File: src/rtl/nibble_loader_pkg.sv
// Shared types and constants for the nibble loader.
package nibble_loader_pkg;
  localparam int NIB_W       = 4;
  localparam int ERR_PARITY  = 0;
  localparam int ERR_TIMEOUT = 1;

  typedef enum logic [1:0] {
    IDLE   = 2'd0,
    SHIFT  = 2'd1,
    PARITY = 2'd2,
    LOAD   = 2'd3
  } state_t;
endpackage

File: src/rtl/nl_idle_timer.sv
// Idle-cycle counter for the nibble loader; expire pulses on the TIMEOUT-th idle cycle.
module nl_idle_timer #(
  parameter int TIMEOUT = 15
) (
  input  logic clk,
  input  logic reset,
  input  logic run,
  input  logic kick,
  output logic expire
);
  localparam logic [7:0] LIMIT = (TIMEOUT == 0) ? 8'd0 : 8'(TIMEOUT - 1);

  logic [7:0] cnt_q, cnt_d;

  // expire is decoded during the last idle cycle so the caller acts on that edge
  always_comb begin
    expire = (TIMEOUT != 0) && run && !kick && (cnt_q == LIMIT);
    if (!run || kick || expire || (TIMEOUT == 0))
      cnt_d = '0;
    else
      cnt_d = cnt_q + 8'd1;
  end

  always_ff @(posedge clk or posedge reset) begin
    if (reset) cnt_q <= '0;
    else       cnt_q <= cnt_d;
  end
endmodule

File: src/rtl/nibble_loader.sv
// Serial-to-nibble loader feeding a 4-bit enable register.
// Optional even-parity bit per nibble: define NIBBLE_LOADER_PARITY_EN.
module nibble_loader
  import nibble_loader_pkg::*;
#(
  parameter int MSB_FIRST = 1,
  parameter int TIMEOUT   = 15
) (
  input  logic             clk,
  input  logic             reset,
  input  logic             s_bit,
  input  logic             s_valid,
  output logic             s_ready,
  input  logic             err_clr,
  output logic [NIB_W-1:0] d,
  output logic             en,
  output logic             busy,
  output logic [1:0]       err,
  output logic [7:0]       nib_count
);
  state_t           state_q;
  logic [NIB_W-1:0] shift_q, shift_d, d_q;
  logic [1:0]       idx_q;
  logic             en_q, busy_q;
  logic [1:0]       err_q, err_set;
  logic [7:0]       cnt_q;
  logic             accept, run, expire;

  assign s_ready   = !reset && (state_q != LOAD);
  assign accept    = s_valid && s_ready;
  assign run       = (state_q == SHIFT) || (state_q == PARITY);
  assign d         = d_q;
  assign en        = en_q;
  assign busy      = busy_q;
  assign err       = err_q;
  assign nib_count = cnt_q;

  nl_idle_timer #(.TIMEOUT(TIMEOUT)) u_timer (
    .clk   (clk),
    .reset (reset),
    .run   (run),
    .kick  (accept),
    .expire(expire)
  );

  always_comb begin
    shift_d = (MSB_FIRST != 0) ? {shift_q[NIB_W-2:0], s_bit} : {s_bit, shift_q[NIB_W-1:1]};
    err_set = '0;
    if (expire) err_set[ERR_TIMEOUT] = 1'b1;
`ifdef NIBBLE_LOADER_PARITY_EN
    if ((state_q == PARITY) && accept && ((^shift_q) ^ s_bit)) err_set[ERR_PARITY] = 1'b1;
`endif
  end

  always_ff @(posedge clk or posedge reset) begin
    if (reset) begin
      state_q <= IDLE;
      shift_q <= '0;
      idx_q   <= '0;
      d_q     <= '0;
      en_q    <= 1'b0;
      busy_q  <= 1'b0;
      err_q   <= '0;
      cnt_q   <= '0;
    end else begin
      en_q  <= 1'b0;
      err_q <= (err_q & ~{2{err_clr}}) | err_set;
      case (state_q)
        IDLE: begin
          if (accept) begin
            shift_q <= shift_d;
            idx_q   <= 2'd1;
            busy_q  <= 1'b1;
            state_q <= SHIFT;
          end
        end
        SHIFT: begin
          if (expire) begin
            shift_q <= '0;
            idx_q   <= '0;
            busy_q  <= 1'b0;
            state_q <= IDLE;
          end else if (accept) begin
            shift_q <= shift_d;
            idx_q   <= idx_q + 2'd1;
            if (idx_q == 2'd3) begin
`ifdef NIBBLE_LOADER_PARITY_EN
              state_q <= PARITY;
`else
              d_q     <= shift_d;
              en_q    <= 1'b1;
              busy_q  <= 1'b0;
              cnt_q   <= cnt_q + 8'd1;
              state_q <= LOAD;
`endif
            end
          end
        end
`ifdef NIBBLE_LOADER_PARITY_EN
        PARITY: begin
          if (expire) begin
            shift_q <= '0;
            idx_q   <= '0;
            busy_q  <= 1'b0;
            state_q <= IDLE;
          end else if (accept) begin
            idx_q  <= '0;
            busy_q <= 1'b0;
            if (((^shift_q) ^ s_bit) == 1'b0) begin
              d_q     <= shift_q;
              en_q    <= 1'b1;
              cnt_q   <= cnt_q + 8'd1;
              state_q <= LOAD;
            end else begin
              shift_q <= '0;
              state_q <= IDLE;
            end
          end
        end
`endif
        LOAD:    state_q <= IDLE;
        default: state_q <= IDLE;
      endcase
    end
  end
endmodule

File: config.mk
export PLATFORM = sky130hd
export DESIGN_NAME = nibble_loader
export DESIGN_NICKNAME = d
export VERILOG_FILES = /design/src/rtl/nibble_loader_pkg.sv /design/src/rtl/nl_idle_timer.sv /design/src/rtl/nibble_loader.sv
export SDC_FILE = /design/constraint.sdc
export NUM_CORES = 1
export LEC_CHECK = 0
export BUFFER_PORTS_ARGS = -buffer_cell sky130_fd_sc_hd__buf_4
export CORE_UTILIZATION = 31
export CTS_CLUSTER_DIAMETER = 30
export DETAILED_ROUTE_END_ITERATION = 16
export GPL_ROUTABILITY_DRIVEN = 0
export MAX_ROUTING_LAYER = met4
export PLACE_DENSITY = 0.58
export SLEW_MARGIN = 5
export SYNTH_ARGS = -nofsm -noshare
export SYNTH_HDL_FRONTEND = slang
export SYNTH_SLANG_ARGS = --single-unit
File: constraint.sdc
create_clock -name clk -period 2.22 [get_ports clk]
set_input_delay 0.333 -clock clk [delete_from_list [all_inputs] [get_ports clk]]
set_output_delay 0.333 -clock clk [all_outputs]
set_load 0.05 [all_outputs]
# Word level (Yosys, flattened, before mapping)
# Index checks and enable logic that the tools add are counted.
# W data, S select, Z words.
[totals]
out_inout_bits = 17
inputBits = 5
register_bits = 32
wordCells = 62
[classes]
mux = 22
reduce_logical = 16
n_eq_ne = 8
bitwise_logic = 4
addsub = 3
[ops]
columns = ["operator", "n"]
rows = [
  ["$add A8 B1 Y8 const B", 2],
  ["$mux W2", 6],
  ["$mux W1", 9],
  ["$eq A8 B4 Y1 const B", 1],
  ["$mux W4", 2],
  ["$mux W8", 1],
  ["$pmux W2 S2", 2],
  ["$pmux W4 S2", 1],
  ["$reduce_and A4 Y1", 2],
  ["$ne A3 B2 Y1 const B", 2],
  ["$reduce_and A3 Y1", 2],
  ["$eq A2 B2 Y1 const B", 2],
  ["$logic_and A1 B1 Y1", 4],
  ["$logic_not A1 Y1", 3],
  ["$logic_or A1 B1 Y1", 3],
  ["$add A2 B1 Y2 const B", 1],
  ["$and A2 B2 Y2", 1],
  ["$eq A2 B1 Y1 const B", 1],
  ["$logic_not A2 Y1", 1],
  ["$ne A2 B1 Y1 const B", 1],
  ["$ne A2 B2 Y1 const B", 1],
  ["$not A2 Y2", 1],
  ["$or A2 B2 Y2", 1],
  ["$pmux W1 S2", 1],
  ["other kinds (2)", 2],
]

# Longest topological paths before layout
[logic_depth]
depth_word = 8
mapped_depth = 7
ltp_nobuf = 6

# By module
# From an unflattened synthesis, not the netlist that was laid out.
[hier_totals]
cells_unflattened = 145
hier_area_um2 = 1614.0
[by_module_without_submodules]
columns = ["mod", "cells_per_inst", "n_inst", "seq_area_each_um2", "area_per_inst_um2"]
rows = [
  ["nibble_loader", 100, 1, 575.6, 1173.6],
  ["nl_idle_timer", 45, 1, 200.2, 440.4],
]

# Worst setup path after synthesis
# No wires, ideal clock.
[synth_path]
path_type = "flip-flop to flip-flop"
from = "register state_q[0]"
to = "register cnt_q[7], in the netlist nib_count[7]"
setup_ns = 0.082
path_stages_with_launch = 6
synth_period_minus_slack_ns = 2.095
arrival_time_ns = 2.013
setup_slack_ns = 0.125
required_ns = 2.138
path_buffers = 0
cell_sequence = "dfrtp_1 ha_1 nor2_1 nand4_1 nor3_1 xor2_1"
[synth_between]
elab_chain_len = 8
elab_cells_between_ends = 11
classes_between = "3 x eq/ne; 1 x bitwise; 7 x reduce/logical"
[synth_lines]
columns = ["item", "line_no", "text"]
rows = [
  ["from (decl)", "nibble_loader.sv:21", "state_t state_q;"],
  ["from (signal assigned)", "nibble_loader.sv:57", "state_q <= IDLE;"],
  ["from (signal assigned)", "nibble_loader.sv:74", "state_q <= SHIFT;"],
  ["from (signal assigned)", "nibble_loader.sv:82", "state_q <= IDLE;"],
  ["$ne A2 B2 Y1 (*)", "nibble_loader.sv:29", "assign s_ready = !reset && (state_q != LOAD);"],
  ["$logic_and A1 B1 Y1 (*)", "nibble_loader.sv:29", ""],
  ["named net s_ready", "nibble_loader.sv:13", "output logic s_ready,"],
  ["$logic_and A1 B1 Y1 (*)", "nibble_loader.sv:30", "assign accept = s_valid && s_ready;"],
  ["$logic_not A1 Y1", "nl_idle_timer.sv:17", "expire = (TIMEOUT != 0) && run && !kick && (cnt_q == LIMIT);"],
  ["$logic_and A1 B1 Y1 (2 in series)", "nl_idle_timer.sv:17", ""],
  ["$not A1 Y1 (no line)", "--", ""],
  ["$reduce_and A4 Y1 (no line) (*)", "--", ""],
  ["to (signal assigned)", "nibble_loader.sv:93", "cnt_q <= cnt_q + 8'd1;"],
  ["to (decl)", "nibble_loader.sv:26", "logic [7:0] cnt_q;"],
]
# Mark *: on every way through the listed nets, which the timed path passes. The rest lies on a longest branch.
# A chain may end at the register's enable or synchronous reset.

# Worst setup path after layout
[layout_path]
from = "register state_q[1]"
to = "register cnt_q[7], in the netlist nib_count[7]"
[layout_between]
elab_chain_len = 8
elab_cells_between_ends = 11
classes_between = "3 x eq/ne; 1 x bitwise; 7 x reduce/logical"
[layout_lines]
columns = ["item", "line_no"]
rows = [
  ["$ne A2 B2 Y1", "nibble_loader.sv:29"],
  ["$logic_and A1 B1 Y1", "nibble_loader.sv:29"],
  ["$logic_and A1 B1 Y1", "nibble_loader.sv:30"],
  ["$logic_not A1 Y1", "nl_idle_timer.sv:17"],
  ["$logic_and A1 B1 Y1 (2 in series)", "nl_idle_timer.sv:17"],
  ["$not A1 Y1 (no line)", "--"],
  ["$reduce_and A4 Y1 (no line) (*)", "--"],
]
# Mark *: on every way between the ends. The rest lies on a longest branch, timed or not.

==> impl_metrics.toml <==
[setup_path]
cp_max_fo = 11
cp.required_ns = 2.42
cpMaxStageDelayCell = "ha_1"
timing_worst_setup_path_type = "reg -> reg"
max_stage_delay_ns = 0.44
r2r_start = "state_q[1]"
crit-reg2reg-capture = "nib_count[7]"
critical_path_arrival_ns = 2.07
reg2reg_slack_ns = 0.35
crit_chain = "inv_1, ha_1, and4_1, nand4_1, nor3_1, xor2_1"
end_kind = "register"
startpoint_type = "register"
r2r_cells = 6

[routing]
drtPass1Iterations = 12
drt-initial-drc-count = 37
vias_per_cell = 4.90
vias = 1083
drc = 3
wl_mm = 2.86
postRouteAntennaNets = 0
wl_per_cell_um = 12.9

[synth]
synthDistinctLibCells = 33
syn_area_um2 = 1480
ys_seq_area_share_pct = 52.4
netlist_instances = 142
yosysTopAreaCellShare_pct = 52.4
synthTopCellsByArea = "dfrtp_1, ha_1, nand2_1"
yosys_warnings = 0
synth_nets = 154
yosysTopAreaCell = "dfrtp_1"
synth_area_per_cell_um2 = 10.4
ys_seq_elements = 31

[timing]
finalHoldViolations = 0
rsz0062_at_grt = "no"
slew_headroom_pct = 57.3
setup_tns_ns = 0
finalCriticalPeriod_ns = 1.87
max_clock_freq_ghz = 0.535
fin_crit_sh_pct = 84.2
fin_skew_ns = 0.00397
setup_ws_ns = 0.351
worstMarginPinSlew_ns = 0.639
drv_slew = 0
setup_viol = 0

[clocking]
path_clk_slew_ns = 0.06
cts_max_level = 2
cts_tree = "done"
numCtsBuffers = 5
cts_buffer_depth = 2
cts_resized = 0
root_buffer = "clkbuf_8"
cts_sinks = 31
clk_latency_ns = 0.28
post-cts-setup-buffer-count = 0
hold_buffers = 0

[placed_design]
dp_slack_ns = 0.346
hpwl_mm = 2.16
port_buffers = 21

[power_and_ir_drop]
power.total_uw = 2100
ir_worst_vdd_uv = 488
p_per_area_nw_per_um2 = 1170
power_leakage_uw = 0.000846

[grt]
grt_use_total_pct = 13.0
overflow = 0
antenna_found_initial = 0
grt_max_degree = 17
grt_pass1_wl_mm = 4.93
grt_pass1_vias = 1103

[floorplanning]
fp.dieW_um = 71.1
num_rows = 24
io_pins = 22
core_um2 = 4470
dieHeight_um = 71.1
initial_utilization_pct = 33.1
die-area_um2 = 5060

[layout]
layout-drive-gt1-share_pct = 23.1
n_antenna_cell = 0
nFillCells = 430
syn_to_final_growth_pct = 21.2
fin_nets = 181
final_core_util_pct = 40.1

[outcome]
violations = "design-rule violations"
status = "finished, violations left"

[hold_path]
hold_path.class = "in -> async"

[run]
drv_cap = 0
-- state kept, by name, indices dropped and copies added, names as in the netlist --
signal and cells:
shift_q 3, busy 1, state_q 2, idx_q 2, u_timer.cnt_q 8, nib_count 8, err 2, d 4
en 1
-- synthesized netlist by cell type --
| library cell | instances |
|---|---|
| dfrtp_1 | 31 |
| nand2_1 | 23 |
| nor2_1 | 14 |
| ha_1 | 7 |
| xor2_1 | 7 |
| inv_1 | 6 |
| nor3_1 | 6 |
| xnor2_1 | 6 |
| nand4_1 | 5 |
| nand3_1 | 4 |
| o21ai_0 | 4 |
| o21ai_1 | 4 |
| a21oi_1 | 3 |
| nor2_2 | 2 |
| o22ai_1 | 2 |
| a211oi_2 | 1 |
| a21o_1 | 1 |
| a22oi_1 | 1 |
| a32oi_1 | 1 |
| and2_1 | 1 |
| and4_1 | 1 |
| and4bb_2 | 1 |
| buf_2 | 1 |
| buf_6 | 1 |
| clkinv_2 | 1 |
| nand3_4 | 1 |
| nand4_4 | 1 |
| nor2b_1 | 1 |
| nor3_2 | 1 |
| nor3b_1 | 1 |
| nor3b_2 | 1 |
| nor4_2 | 1 |
| or3b_1 | 1 |
-- how the worst max path moves through the flow --
| stage | startpoint | to | cells after the start | slack (ns) |
|---|---|---|---|---|
| 2_1_floorplan | state_q[0] | nib_count[7] | 5 | 0.13 |
| 3_3_place_gp | state_q[1] | nib_count[7] | 6 | 0.40 |
| 3_5_place_dp | state_q[1] | nib_count[7] | 6 | 0.35 |
| 4_1_cts | state_q[1] | nib_count[7] | 6 | 0.34 |
| 5_1_grt | state_q[1] | nib_count[7] | 6 | 0.21 |
| 6_report | state_q[1] | nib_count[7] | 6 | 0.35 |
-- area by class of cell --
| type | instances | area, um2 | area share (%) |
|---|---|---|---|
| clock buffer | 6 | 82.6 | 4.60 |
| inverter | 7 | 27.5 | 1.53 |
| timing repair buffer | 22 | 178 | 9.90 |
| tap | 52 | 65.1 | 3.62 |
| sequential | 31 | 776 | 43.2 |
| clock inverter | 1 | 5.00 | 0.279 |
| multi-input combinational | 102 | 662 | 36.9 |
-- per-stage QoR --
stage / instance area (um2) / hold WS (ns) / std cells
4_1_cts: 1800 / 0.200 / 221
5_1_grt: 1800 / 0.210 / 221
2_1_floorplan: 1480 / 0.399 / 142
6_report: 1800 / 0.176 / 221
3_3_place_gp: 1710 / 0.460 / 214
3_5_place_dp: 1710 / 0.460 / 214
-- cells in the final DEF (no fill, tap or decap) --
| cell type | n |
|---|---|
| a21o_1 | 1 |
| dfrtp_1 | 31 |
| nand3_4 | 1 |
| or3b_1 | 1 |
| a211oi_2 | 1 |
| nor2_2 | 2 |
| inv_1 | 6 |
| nand2_1 | 23 |
| buf_12 | 1 |
| clkbuf_8 | 6 |
| and4bb_2 | 1 |
| a32oi_1 | 1 |
| o21ai_1 | 4 |
| nand4_1 | 5 |
| o22ai_1 | 2 |
| buf_4 | 21 |
| nor3b_1 | 1 |
| nor4_2 | 1 |
| nor3b_2 | 1 |
| nor3_2 | 1 |
| o21ai_0 | 4 |
| nor3_1 | 6 |
| xor2_1 | 7 |
| and4_1 | 1 |
| nor2_1 | 14 |
| nor2b_1 | 1 |
| a22oi_1 | 1 |
| xnor2_1 | 6 |
| a21oi_1 | 3 |
| clkinv_2 | 2 |
| nand4_4 | 1 |
| and2_1 | 1 |
| ha_1 | 7 |
| nand3_1 | 4 |
-- kinds of logic (layout without fill, tap and decap cells) --
logic type	Yosys count	in the layout	share of synthesized area (%)
simple gates	65	65	24.1
compound gates	17	17	7.01
flops	31	31	52.4
xor+xnor	13	13	7.69
fa+ha+maj	7	7	5.91
buf+inv	9	36	2.96
-- layer usage --
metal	wire, um	vias up	global-route usage, %
li1	-	537	-
met4	26	0	3.33
met1	1240	521	14.7
met5	0	-	-
met3	114	2	3.85
met2	1480	23	22.6
-- power by group --
group          internal [uW]  switching, uW
Clock                    243            192
Sequential               704            127
Combinational            268            567
Total                   1210            887
-- worst max-delay path: cells and delay by family, from the launching register on --
kind / cells / cell delay, ns
AND/OR/NAND/NOR: 3 / 0.70
XOR/XNOR: 1 / 0.17
buffers and inverters: 1 / 0.10
flip-flops: 1 / 0.38
adder cells (fa/ha/maj): 1 / 0.44
Power figures use the tool's default switching activity.
